--- config.mk ---
export PLATFORM = sky130hd
export DESIGN_NAME = noc_router_xy
export DESIGN_NICKNAME = d
export VERILOG_FILES = /design/src/rtl/noc_router_xy.sv
export SDC_FILE = /design/constraint.sdc
export NUM_CORES = 1
export LEC_CHECK = 0
export ABC_AREA = 1
export BUFFER_PORTS_ARGS = -buffer_cell sky130_fd_sc_hd__buf_4
export CORE_ASPECT_RATIO = 1.4
export CORE_UTILIZATION = 55
export DETAILED_ROUTE_END_ITERATION = 8
export GPL_TIMING_DRIVEN = 0
export PLACE_DENSITY = 0.77
export SLEW_MARGIN = 20
export SYNTH_ARGS = -nofsm -noshare
export SYNTH_HDL_FRONTEND = slang
export SYNTH_SLANG_ARGS = --single-unit
--- constraint.sdc ---
create_clock -name clk -period 4.45 [get_ports clk]
set_input_delay 0.2225 -clock clk [delete_from_list [all_inputs] [get_ports clk]]
set_output_delay 0.2225 -clock clk [all_outputs]
set_load 0.05 [all_outputs]
--- src/rtl/noc_router_xy.sv ---
// noc_router_xy: one 5-port (L, N, E, S, W) mesh router tile for single-flit
// packets. Each input has a small FIFO; each output has one register and a
// round-robin arbiter. Heads are routed X-first against the tile coordinates;
// heads that would go to a missing neighbour or U-turn are discarded and counted.
module noc_router_xy #(
    parameter logic [3:0] XCOORD = 4'b0100,
    parameter logic [3:0] YCOORD = 4'b0100,
    parameter bit         NORTH  = 1'b1,
    parameter bit         SOUTH  = 1'b1,
    parameter bit         EAST   = 1'b1,
    parameter bit         WEST   = 1'b1,
    parameter int         DATA_W = 32,
    parameter int         DEPTH  = 4
) (
    input  logic              clk,
    input  logic              rst_n,

    input  logic              n_in_valid,
    input  logic [DATA_W-1:0] n_in_data,
    output logic              n_in_ready,
    output logic              n_out_valid,
    output logic [DATA_W-1:0] n_out_data,
    input  logic              n_out_ready,

    input  logic              s_in_valid,
    input  logic [DATA_W-1:0] s_in_data,
    output logic              s_in_ready,
    output logic              s_out_valid,
    output logic [DATA_W-1:0] s_out_data,
    input  logic              s_out_ready,

    input  logic              e_in_valid,
    input  logic [DATA_W-1:0] e_in_data,
    output logic              e_in_ready,
    output logic              e_out_valid,
    output logic [DATA_W-1:0] e_out_data,
    input  logic              e_out_ready,

    input  logic              w_in_valid,
    input  logic [DATA_W-1:0] w_in_data,
    output logic              w_in_ready,
    output logic              w_out_valid,
    output logic [DATA_W-1:0] w_out_data,
    input  logic              w_out_ready,

    input  logic              l_in_valid,
    input  logic [DATA_W-1:0] l_in_data,
    output logic              l_in_ready,
    output logic              l_out_valid,
    output logic [DATA_W-1:0] l_out_data,
    input  logic              l_out_ready,

    input  logic              ctrl_en,
    output logic              ctrl_drop,
    output logic [15:0]       ctrl_drop_cnt
);

    // Port indices double as the round-robin priority order L, N, E, S, W.
    localparam int         NP  = 5;
    localparam logic [2:0] P_L = 3'd0;
    localparam logic [2:0] P_N = 3'd1;
    localparam logic [2:0] P_E = 3'd2;
    localparam logic [2:0] P_S = 3'd3;
    localparam logic [2:0] P_W = 3'd4;
    localparam int         AW  = $clog2(DEPTH);
    localparam int         CW  = AW + 1;

    // Local is always present; mesh-edge tiles drop the missing neighbours.
    localparam logic [NP-1:0] PRESENT = {WEST, SOUTH, EAST, NORTH, 1'b1};

    // Port bundles packed into arrays indexed by port number.
    logic [NP-1:0]     w_in_valid_v;
    logic [NP-1:0]     w_out_ready_v;
    logic [NP-1:0]     w_in_ready_v;
    logic [DATA_W-1:0] w_in_data_a [NP];

    // Input FIFOs.
    logic [DATA_W-1:0] r_mem    [NP][DEPTH];
    logic [AW-1:0]     r_rd_ptr [NP];
    logic [AW-1:0]     r_wr_ptr [NP];
    logic [CW-1:0]     r_cnt    [NP];
    logic [NP-1:0]     w_full;
    logic [NP-1:0]     w_empty;
    logic [NP-1:0]     w_push;
    logic [NP-1:0]     w_pop;
    logic [DATA_W-1:0] w_head   [NP];

    // Routing, arbitration and output stage.
    logic [2:0]        w_route     [NP];
    logic [NP-1:0]     w_drop;
    logic [NP-1:0]     w_req       [NP];
    logic [NP-1:0]     w_out_free;
    logic [NP-1:0]     w_grant_any;
    logic [2:0]        w_grant_idx [NP];
    logic [DATA_W-1:0] w_out_next  [NP];
    logic [2:0]        r_rr_ptr    [NP];
    logic [NP-1:0]     r_out_valid;
    logic [DATA_W-1:0] r_out_data  [NP];

    // Discard accounting.
    logic [2:0]        w_drop_num;
    logic [16:0]       w_drop_sum;
    logic [15:0]       r_drop_cnt;

    // Absent ports have their inputs masked so they never push or drain.
    assign w_in_valid_v  = {w_in_valid, s_in_valid, e_in_valid, n_in_valid, l_in_valid} & PRESENT;
    assign w_out_ready_v = {w_out_ready, s_out_ready, e_out_ready, n_out_ready, l_out_ready} & PRESENT;

    assign w_in_data_a[P_L] = l_in_data;
    assign w_in_data_a[P_N] = n_in_data;
    assign w_in_data_a[P_E] = e_in_data;
    assign w_in_data_a[P_S] = s_in_data;
    assign w_in_data_a[P_W] = w_in_data;

    // FIFO status from registered counts only, so in_ready never sees pops.
    always_comb begin
        // NOTE: every combinational output gets a default before any branch so no latch is inferred.
        w_full  = '0;
        w_empty = '0;
        for (int i = 0; i < NP; i++) begin
            w_full[i]  = (r_cnt[i] == CW'(DEPTH));
            w_empty[i] = (r_cnt[i] == '0);
            w_head[i]  = r_mem[i][r_rd_ptr[i]];
        end
    end

    assign w_in_ready_v = PRESENT & ~w_full;
    assign w_push       = w_in_valid_v & ~w_full;

    // XY route of each FIFO head, and discard of heads that cannot be forwarded.
    always_comb begin
        logic [3:0] dx;
        logic [3:0] dy;
        w_drop = '0;
        for (int i = 0; i < NP; i++) begin
            dx = w_head[i][DATA_W-1 -: 4];
            dy = w_head[i][DATA_W-5 -: 4];
            if (dx > XCOORD)      w_route[i] = P_E;
            else if (dx < XCOORD) w_route[i] = P_W;
            else if (dy > YCOORD) w_route[i] = P_N;
            else if (dy < YCOORD) w_route[i] = P_S;
            else                  w_route[i] = P_L;
            // Local-to-Local is a delivery, not a U-turn.
            w_drop[i] = ctrl_en & ~w_empty[i] & (w_route[i] != P_L)
                      & (~PRESENT[w_route[i]] | (w_route[i] == 3'(i)));
        end
    end

    // Requests per output: head routed here, output able to take a flit this cycle.
    always_comb begin
        w_out_free = ~r_out_valid | w_out_ready_v;
        for (int o = 0; o < NP; o++) begin
            w_req[o] = '0;
            for (int i = 0; i < NP; i++) begin
                w_req[o][i] = ctrl_en & ~w_empty[i] & ~w_drop[i] & (w_route[i] == 3'(o))
                            & PRESENT[o] & w_out_free[o];
            end
        end
    end

    // Round-robin pick: scan from the pointer, first requester wins.
    always_comb begin
        int idx;
        w_grant_any = '0;
        for (int o = 0; o < NP; o++) begin
            w_grant_idx[o] = P_L;
            for (int k = 0; k < NP; k++) begin
                idx = int'(r_rr_ptr[o]) + k;
                if (idx >= NP) idx = idx - NP;
                if (!w_grant_any[o] && w_req[o][idx]) begin
                    w_grant_any[o] = 1'b1;
                    w_grant_idx[o] = 3'(idx);
                end
            end
            w_out_next[o] = w_head[w_grant_idx[o]];
        end
    end

    // A head leaves its FIFO when granted by its output or when discarded.
    always_comb begin
        w_pop = w_drop;
        for (int o = 0; o < NP; o++) begin
            if (w_grant_any[o]) w_pop[w_grant_idx[o]] = 1'b1;
        end
    end

    // FIFO pointers and occupancy.
    always_ff @(posedge clk) begin
        // NOTE: sequential state uses non-blocking assignments so every register samples pre-edge values.
        if (!rst_n) begin
            for (int i = 0; i < NP; i++) begin
                r_rd_ptr[i] <= '0;
                r_wr_ptr[i] <= '0;
                r_cnt[i]    <= '0;
            end
        end else begin
            for (int i = 0; i < NP; i++) begin
                if (w_push[i]) r_wr_ptr[i] <= r_wr_ptr[i] + AW'(1);
                if (w_pop[i])  r_rd_ptr[i] <= r_rd_ptr[i] + AW'(1);
                case ({w_push[i], w_pop[i]})
                    2'b10:   r_cnt[i] <= r_cnt[i] + CW'(1);
                    2'b01:   r_cnt[i] <= r_cnt[i] - CW'(1);
                    default: r_cnt[i] <= r_cnt[i];
                endcase
            end
        end
    end

    // FIFO storage writes.
    always_ff @(posedge clk) begin
        // NOTE: storage has no reset; emptiness is tracked by the reset counters, so stale words are never read out.
        for (int i = 0; i < NP; i++) begin
            if (w_push[i]) r_mem[i][r_wr_ptr[i]] <= w_in_data_a[i];
        end
    end

    // Output registers: load on grant, otherwise clear once the flit is taken.
    always_ff @(posedge clk) begin
        if (!rst_n) begin
            r_out_valid <= '0;
            for (int o = 0; o < NP; o++) r_out_data[o] <= '0;
        end else begin
            for (int o = 0; o < NP; o++) begin
                if (w_grant_any[o]) begin
                    r_out_valid[o] <= 1'b1;
                    r_out_data[o]  <= w_out_next[o];
                end else if (w_out_ready_v[o]) begin
                    r_out_valid[o] <= 1'b0;
                end
            end
        end
    end

    // Round-robin pointers move to just after the granted input.
    always_ff @(posedge clk) begin
        if (!rst_n) begin
            for (int o = 0; o < NP; o++) r_rr_ptr[o] <= P_L;
        end else begin
            for (int o = 0; o < NP; o++) begin
                if (w_grant_any[o]) begin
                    r_rr_ptr[o] <= (w_grant_idx[o] == P_W) ? P_L : w_grant_idx[o] + 3'd1;
                end
            end
        end
    end

    // Number of flits discarded this cycle.
    always_comb begin
        w_drop_num = '0;
        for (int i = 0; i < NP; i++) w_drop_num = w_drop_num + {2'b00, w_drop[i]};
        w_drop_sum = {1'b0, r_drop_cnt} + 17'(w_drop_num);
    end

    // Saturating discard counter.
    always_ff @(posedge clk) begin
        if (!rst_n) r_drop_cnt <= '0;
        else        r_drop_cnt <= w_drop_sum[16] ? 16'hFFFF : w_drop_sum[15:0];
    end

    assign ctrl_drop     = |w_drop;
    assign ctrl_drop_cnt = r_drop_cnt;

    assign l_in_ready  = w_in_ready_v[P_L];
    assign n_in_ready  = w_in_ready_v[P_N];
    assign e_in_ready  = w_in_ready_v[P_E];
    assign s_in_ready  = w_in_ready_v[P_S];
    assign w_in_ready  = w_in_ready_v[P_W];

    assign l_out_valid = r_out_valid[P_L];
    assign n_out_valid = r_out_valid[P_N];
    assign e_out_valid = r_out_valid[P_E];
    assign s_out_valid = r_out_valid[P_S];
    assign w_out_valid = r_out_valid[P_W];

    assign l_out_data  = r_out_data[P_L];
    assign n_out_data  = r_out_data[P_N];
    assign e_out_data  = r_out_data[P_E];
    assign s_out_data  = r_out_data[P_S];
    assign w_out_data  = r_out_data[P_W];

endmodule

==> impl_metrics.ini <==
[cts]
cts.sinks = 871
h-tree-depth = 3
cts_buffers = 81
clock_latency_ns = 0.68
cts_root_buffer = sky130_fd_sc_hd__clkbuf_16
clk_pin_slew_worst_paths_ns = 0.06
cts_tree = built
clockBufferDepth = 3

[global_routing]
grt_most_used_layer = met2
grt_max_degree = 33
total_routing_usage_reported_by_global_routing_pct = 43.11
gr-usage-met1_pct = 49.69
antenna_found_initial = 2
grt_util_met3_pct = 9.158
grt_first_pass_wirelength_mm = 245.1
grt_overflow_total = 0
globalRouteMet2Util_pct = 68.21
grt_pass1_vias = 36840

[die]
fp.dieW_um = 240.0
floorplan.core_area_um2 = 78120
start_util_pct = 55.84
floorplan.die.height_um = 335.2
boundaryPins = 360
die-area_um2 = 80460
rows = 121

[routing]
drt_drc_violations_left = 0
detail_route.vias_per_cell = 6.174
routed-via-count = 39050
dr.pass1.iters = 6
wl_per_cell_um = 28.25
detail_route.iter0.violations = 4665
antenna_left = 0
drt-total-wl_mm = 178.7

[synthesis]
synthTopCellsByArea = sky130_fd_sc_hd__edfxtp_1, sky130_fd_sc_hd__nand2_1, sky130_fd_sc_hd__o21ai_0
synth_top_area_share_pct = 58.51
yosys.cell_count.top_type = sky130_fd_sc_hd__nand2_1
synth_area_leader_cell = sky130_fd_sc_hd__edfxtp_1
synth.yosys.seq_area_share_pct = 59.48
yosys_warnings = 0
synth_cell_count_leaders = sky130_fd_sc_hd__nand2_1, sky130_fd_sc_hd__edfxtp_1, sky130_fd_sc_hd__inv_1, sky130_fd_sc_hd__o21ai_0, sky130_fd_sc_hd__nor2_1
mean_syn_cell_area_um2 = 9.957
synth_flop_type = sky130_fd_sc_hd__edfxtp_1
yosys.cell_types.count = 62
async_sr_flop_fraction_pct = 0
synth.ff_latch_count = 871
synthCells = 4381
edff_count_synth = 850
synth_nets = 4667
synthesis.area_um2 = 43620

[placed_design]
place.gp.congestion = 1.053
port_buffers = 358
place.detailed.hpwl_mm = 125.2

[timing]
post_route_worst_setup_slack_ns = -0.1395
fmaxAchievable_ghz = 0.2179
slew-limit-headroom_pct = 13.04
setup-violations-final = 11
skew_ns = 0.03352
timing_hold_violations_final = 0
totalNegativeSetupSlack_ns = -0.5095
post-route-period-util_pct = 103.1
slew_viol_final = 0
rsz0062_at_grt = true
worst_hold_slack_ns = 0.07294
final.min_clock_period_ns = 4.590
worst-slew-pin-transition_ns = 1.304

[job]
maxCapViolCount = 0

[hold_path]
worst_hold_path.endpoint = r_out_valid[2]$_SDFFE_PN0P_
class_of_the_most_critical_hold_timing_path = in -> reg
whs_path_depth = 4
worstHoldStart = e_out_ready

[final_layout]
area_growth_from_synthesis_to_layout_pct = 30.71
drive_above_1_share_pct = 25.92
post-route-util_pct = 72.99
nets = 5500

[status]
failed_checks = setup timing
status = finished with violations

[critical_path]
crit_path_start_kind = register
arrival_time_reported_for_the_critical_path_endpoint_ns = 4.98
timing.reg2reg.worst_path_depth = 27
critical_path.reg2reg.endpoint = r_cnt[2][2]$_SDFFCE_PP0P_
critPathKind = reg -> reg
reg2reg_slack_ns = -0.14
critPathRequiredTime_ns = 4.84
worst_setup_path_end_kind = register
worst_r2r_startpoint = r_rd_ptr[0][6]$_SDFFCE_PP0P_
crit_fanout = 5
## stage by stage
step | instances | instance area (um2) | worst slack (ns)
floorplan | 4381 | 43620 | 0.08490
global placement | 5784 | 47620 | -0.9882
detailed placement | 5822 | 48520 | -1.098
CTS | 6233 | 54930 | -0.04901
global route | 6322 | 57010 | -0.2974
finish | 6325 | 57020 | -0.1395
## registers in the layout, indices dropped and copies added, names as in the netlist
register and flops:
r_wr_ptr 10, r_rr_ptr 15, r_cnt 15, ctrl_drop_cnt 16
r_rd_ptr 10, r_out_data 160, r_out_valid 5, r_mem 640
## cells by family after synthesis
family	Yosys count	synth area share, %
simple gates	1829	17.76
buf+inv	645	6.084
compound gates	863	12.12
other cells	1	0.008597
flops	871	59.48
xor+xnor	59	1.185
fa+ha+maj	113	3.362
## cell usage in the layout (no fill, tap or decap), types with 15 or more instances in the layout
cell type                       instances
sky130_fd_sc_hd__a22oi_1               21
sky130_fd_sc_hd__nor2_2                36
sky130_fd_sc_hd__o21ai_2               16
sky130_fd_sc_hd__nand4_1               34
sky130_fd_sc_hd__nand2_2               92
sky130_fd_sc_hd__a211oi_2              19
sky130_fd_sc_hd__clkbuf_2              15
sky130_fd_sc_hd__buf_6                 43
sky130_fd_sc_hd__o21ai_0              269
sky130_fd_sc_hd__a21oi_1              198
sky130_fd_sc_hd__nand2_4               64
sky130_fd_sc_hd__inv_2                 47
sky130_fd_sc_hd__nor2_1               210
sky130_fd_sc_hd__a31oi_1               33
sky130_fd_sc_hd__buf_1                 15
sky130_fd_sc_hd__nand3_1              172
sky130_fd_sc_hd__clkbuf_16             84
sky130_fd_sc_hd__nand3_2               55
sky130_fd_sc_hd__o22ai_1               49
sky130_fd_sc_hd__dfxtp_1               21
sky130_fd_sc_hd__inv_1                357
sky130_fd_sc_hd__clkinv_1              19
sky130_fd_sc_hd__buf_12                17
sky130_fd_sc_hd__nand2_1             1005
sky130_fd_sc_hd__buf_2                 46
sky130_fd_sc_hd__xor2_1                20
sky130_fd_sc_hd__xnor2_1               21
sky130_fd_sc_hd__ha_1                  96
sky130_fd_sc_hd__clkbuf_1             104
sky130_fd_sc_hd__dlygate4sd3_1        160
sky130_fd_sc_hd__o211ai_1              30
sky130_fd_sc_hd__inv_4                 22
sky130_fd_sc_hd__edfxtp_1             850
sky130_fd_sc_hd__buf_4                546
sky130_fd_sc_hd__nor2_4                61
sky130_fd_sc_hd__o2111ai_1             29
sky130_fd_sc_hd__nand3_4               36
sky130_fd_sc_hd__a32oi_1               62
sky130_fd_sc_hd__o21ai_1               43
## worst max path at each step
stage                                        startpoint                        end  slack (ns)  depth (start not counted)
final                      r_rd_ptr[0][6]$_SDFFCE_PP0P_  r_cnt[2][2]$_SDFFCE_PP0P_       -0.14                         27
after global placement     r_rr_ptr[0][0]$_SDFFCE_PP0P_  r_cnt[0][2]$_SDFFCE_PP0P_       -0.99                         28
after CTS                 r_rr_ptr[0][12]$_SDFFCE_PP0P_  r_cnt[1][2]$_SDFFCE_PP0P_       -0.05                         28
after floorplan            r_rr_ptr[0][0]$_SDFFCE_PP0P_  r_cnt[1][2]$_SDFFCE_PP0P_        0.08                         28
after global routing       r_rr_ptr[0][9]$_SDFFCE_PP0P_  r_cnt[0][2]$_SDFFCE_PP0P_       -0.30                         26
after detailed placement   r_rr_ptr[0][0]$_SDFFCE_PP0P_  r_cnt[0][2]$_SDFFCE_PP0P_       -1.10                         28
## worst max-delay path, stage by stage, from the launching register on
cell	delay [ns]
sky130_fd_sc_hd__edfxtp_1	0.51
sky130_fd_sc_hd__inv_4	0.09
sky130_fd_sc_hd__buf_6	0.15
sky130_fd_sc_hd__nand2_1	0.07
sky130_fd_sc_hd__nand3_2	0.12
sky130_fd_sc_hd__nand2_2	0.13
sky130_fd_sc_hd__buf_4	0.13
sky130_fd_sc_hd__nand3_4	0.11
sky130_fd_sc_hd__o21ai_4	0.31
sky130_fd_sc_hd__nand3_1	0.19
sky130_fd_sc_hd__a21oi_1	0.15
sky130_fd_sc_hd__o21ai_0	0.11
sky130_fd_sc_hd__nand2_1	0.11
sky130_fd_sc_hd__nand2_1	0.07
sky130_fd_sc_hd__nand2_2	0.14
sky130_fd_sc_hd__nand3_2	0.13
sky130_fd_sc_hd__nand3_4	0.11
sky130_fd_sc_hd__nand3_4	0.11
sky130_fd_sc_hd__a21oi_4	0.23
sky130_fd_sc_hd__nand2_1	0.13
sky130_fd_sc_hd__nand3_4	0.19
sky130_fd_sc_hd__ha_4	0.18
sky130_fd_sc_hd__nand2_4	0.06
sky130_fd_sc_hd__fa_2	0.41
sky130_fd_sc_hd__xnor2_2	0.14
sky130_fd_sc_hd__xnor2_1	0.13
sky130_fd_sc_hd__inv_1	0.06
sky130_fd_sc_hd__nor2_1	0.04
## area by class of cell
type / count / area (um2)
flip-flops and latches: 871 / 25940
fillers: 5196 / 21100
multi-input cells: 2865 / 17510
repair buffers: 752 / 6574
clock buffers: 96 / 2136
inverters: 436 / 1745
well taps: 1045 / 1308
plain buffers: 207 / 1161
clock inverters: 50 / 635.6
diodes: 3 / 7.507
## repair_timing
item | CTS | global route
hold buffers | 160 | 0
buffers inserted | 104 | 84
endpoints found under the hold margin | 640 | 0
setup endpoints to repair | 259 | 216
pin swaps | 86 | 147
gates cloned | 1 | 3
gates resized for setup | 325 | 368
## metal layers
layer  vias up  part of all wire [%]  routed length, um
met4         2                    11              18950
met3       769                   9.5              17050
met2      2802                    46              82970
li1      16880                     -                  -
met5         -                0.0045                  8
met1     18590                    33              59710
Power is left out: the tool's default activity adds up to more than one toggle a clock period on the data nets, which glitch-free logic cannot reach.
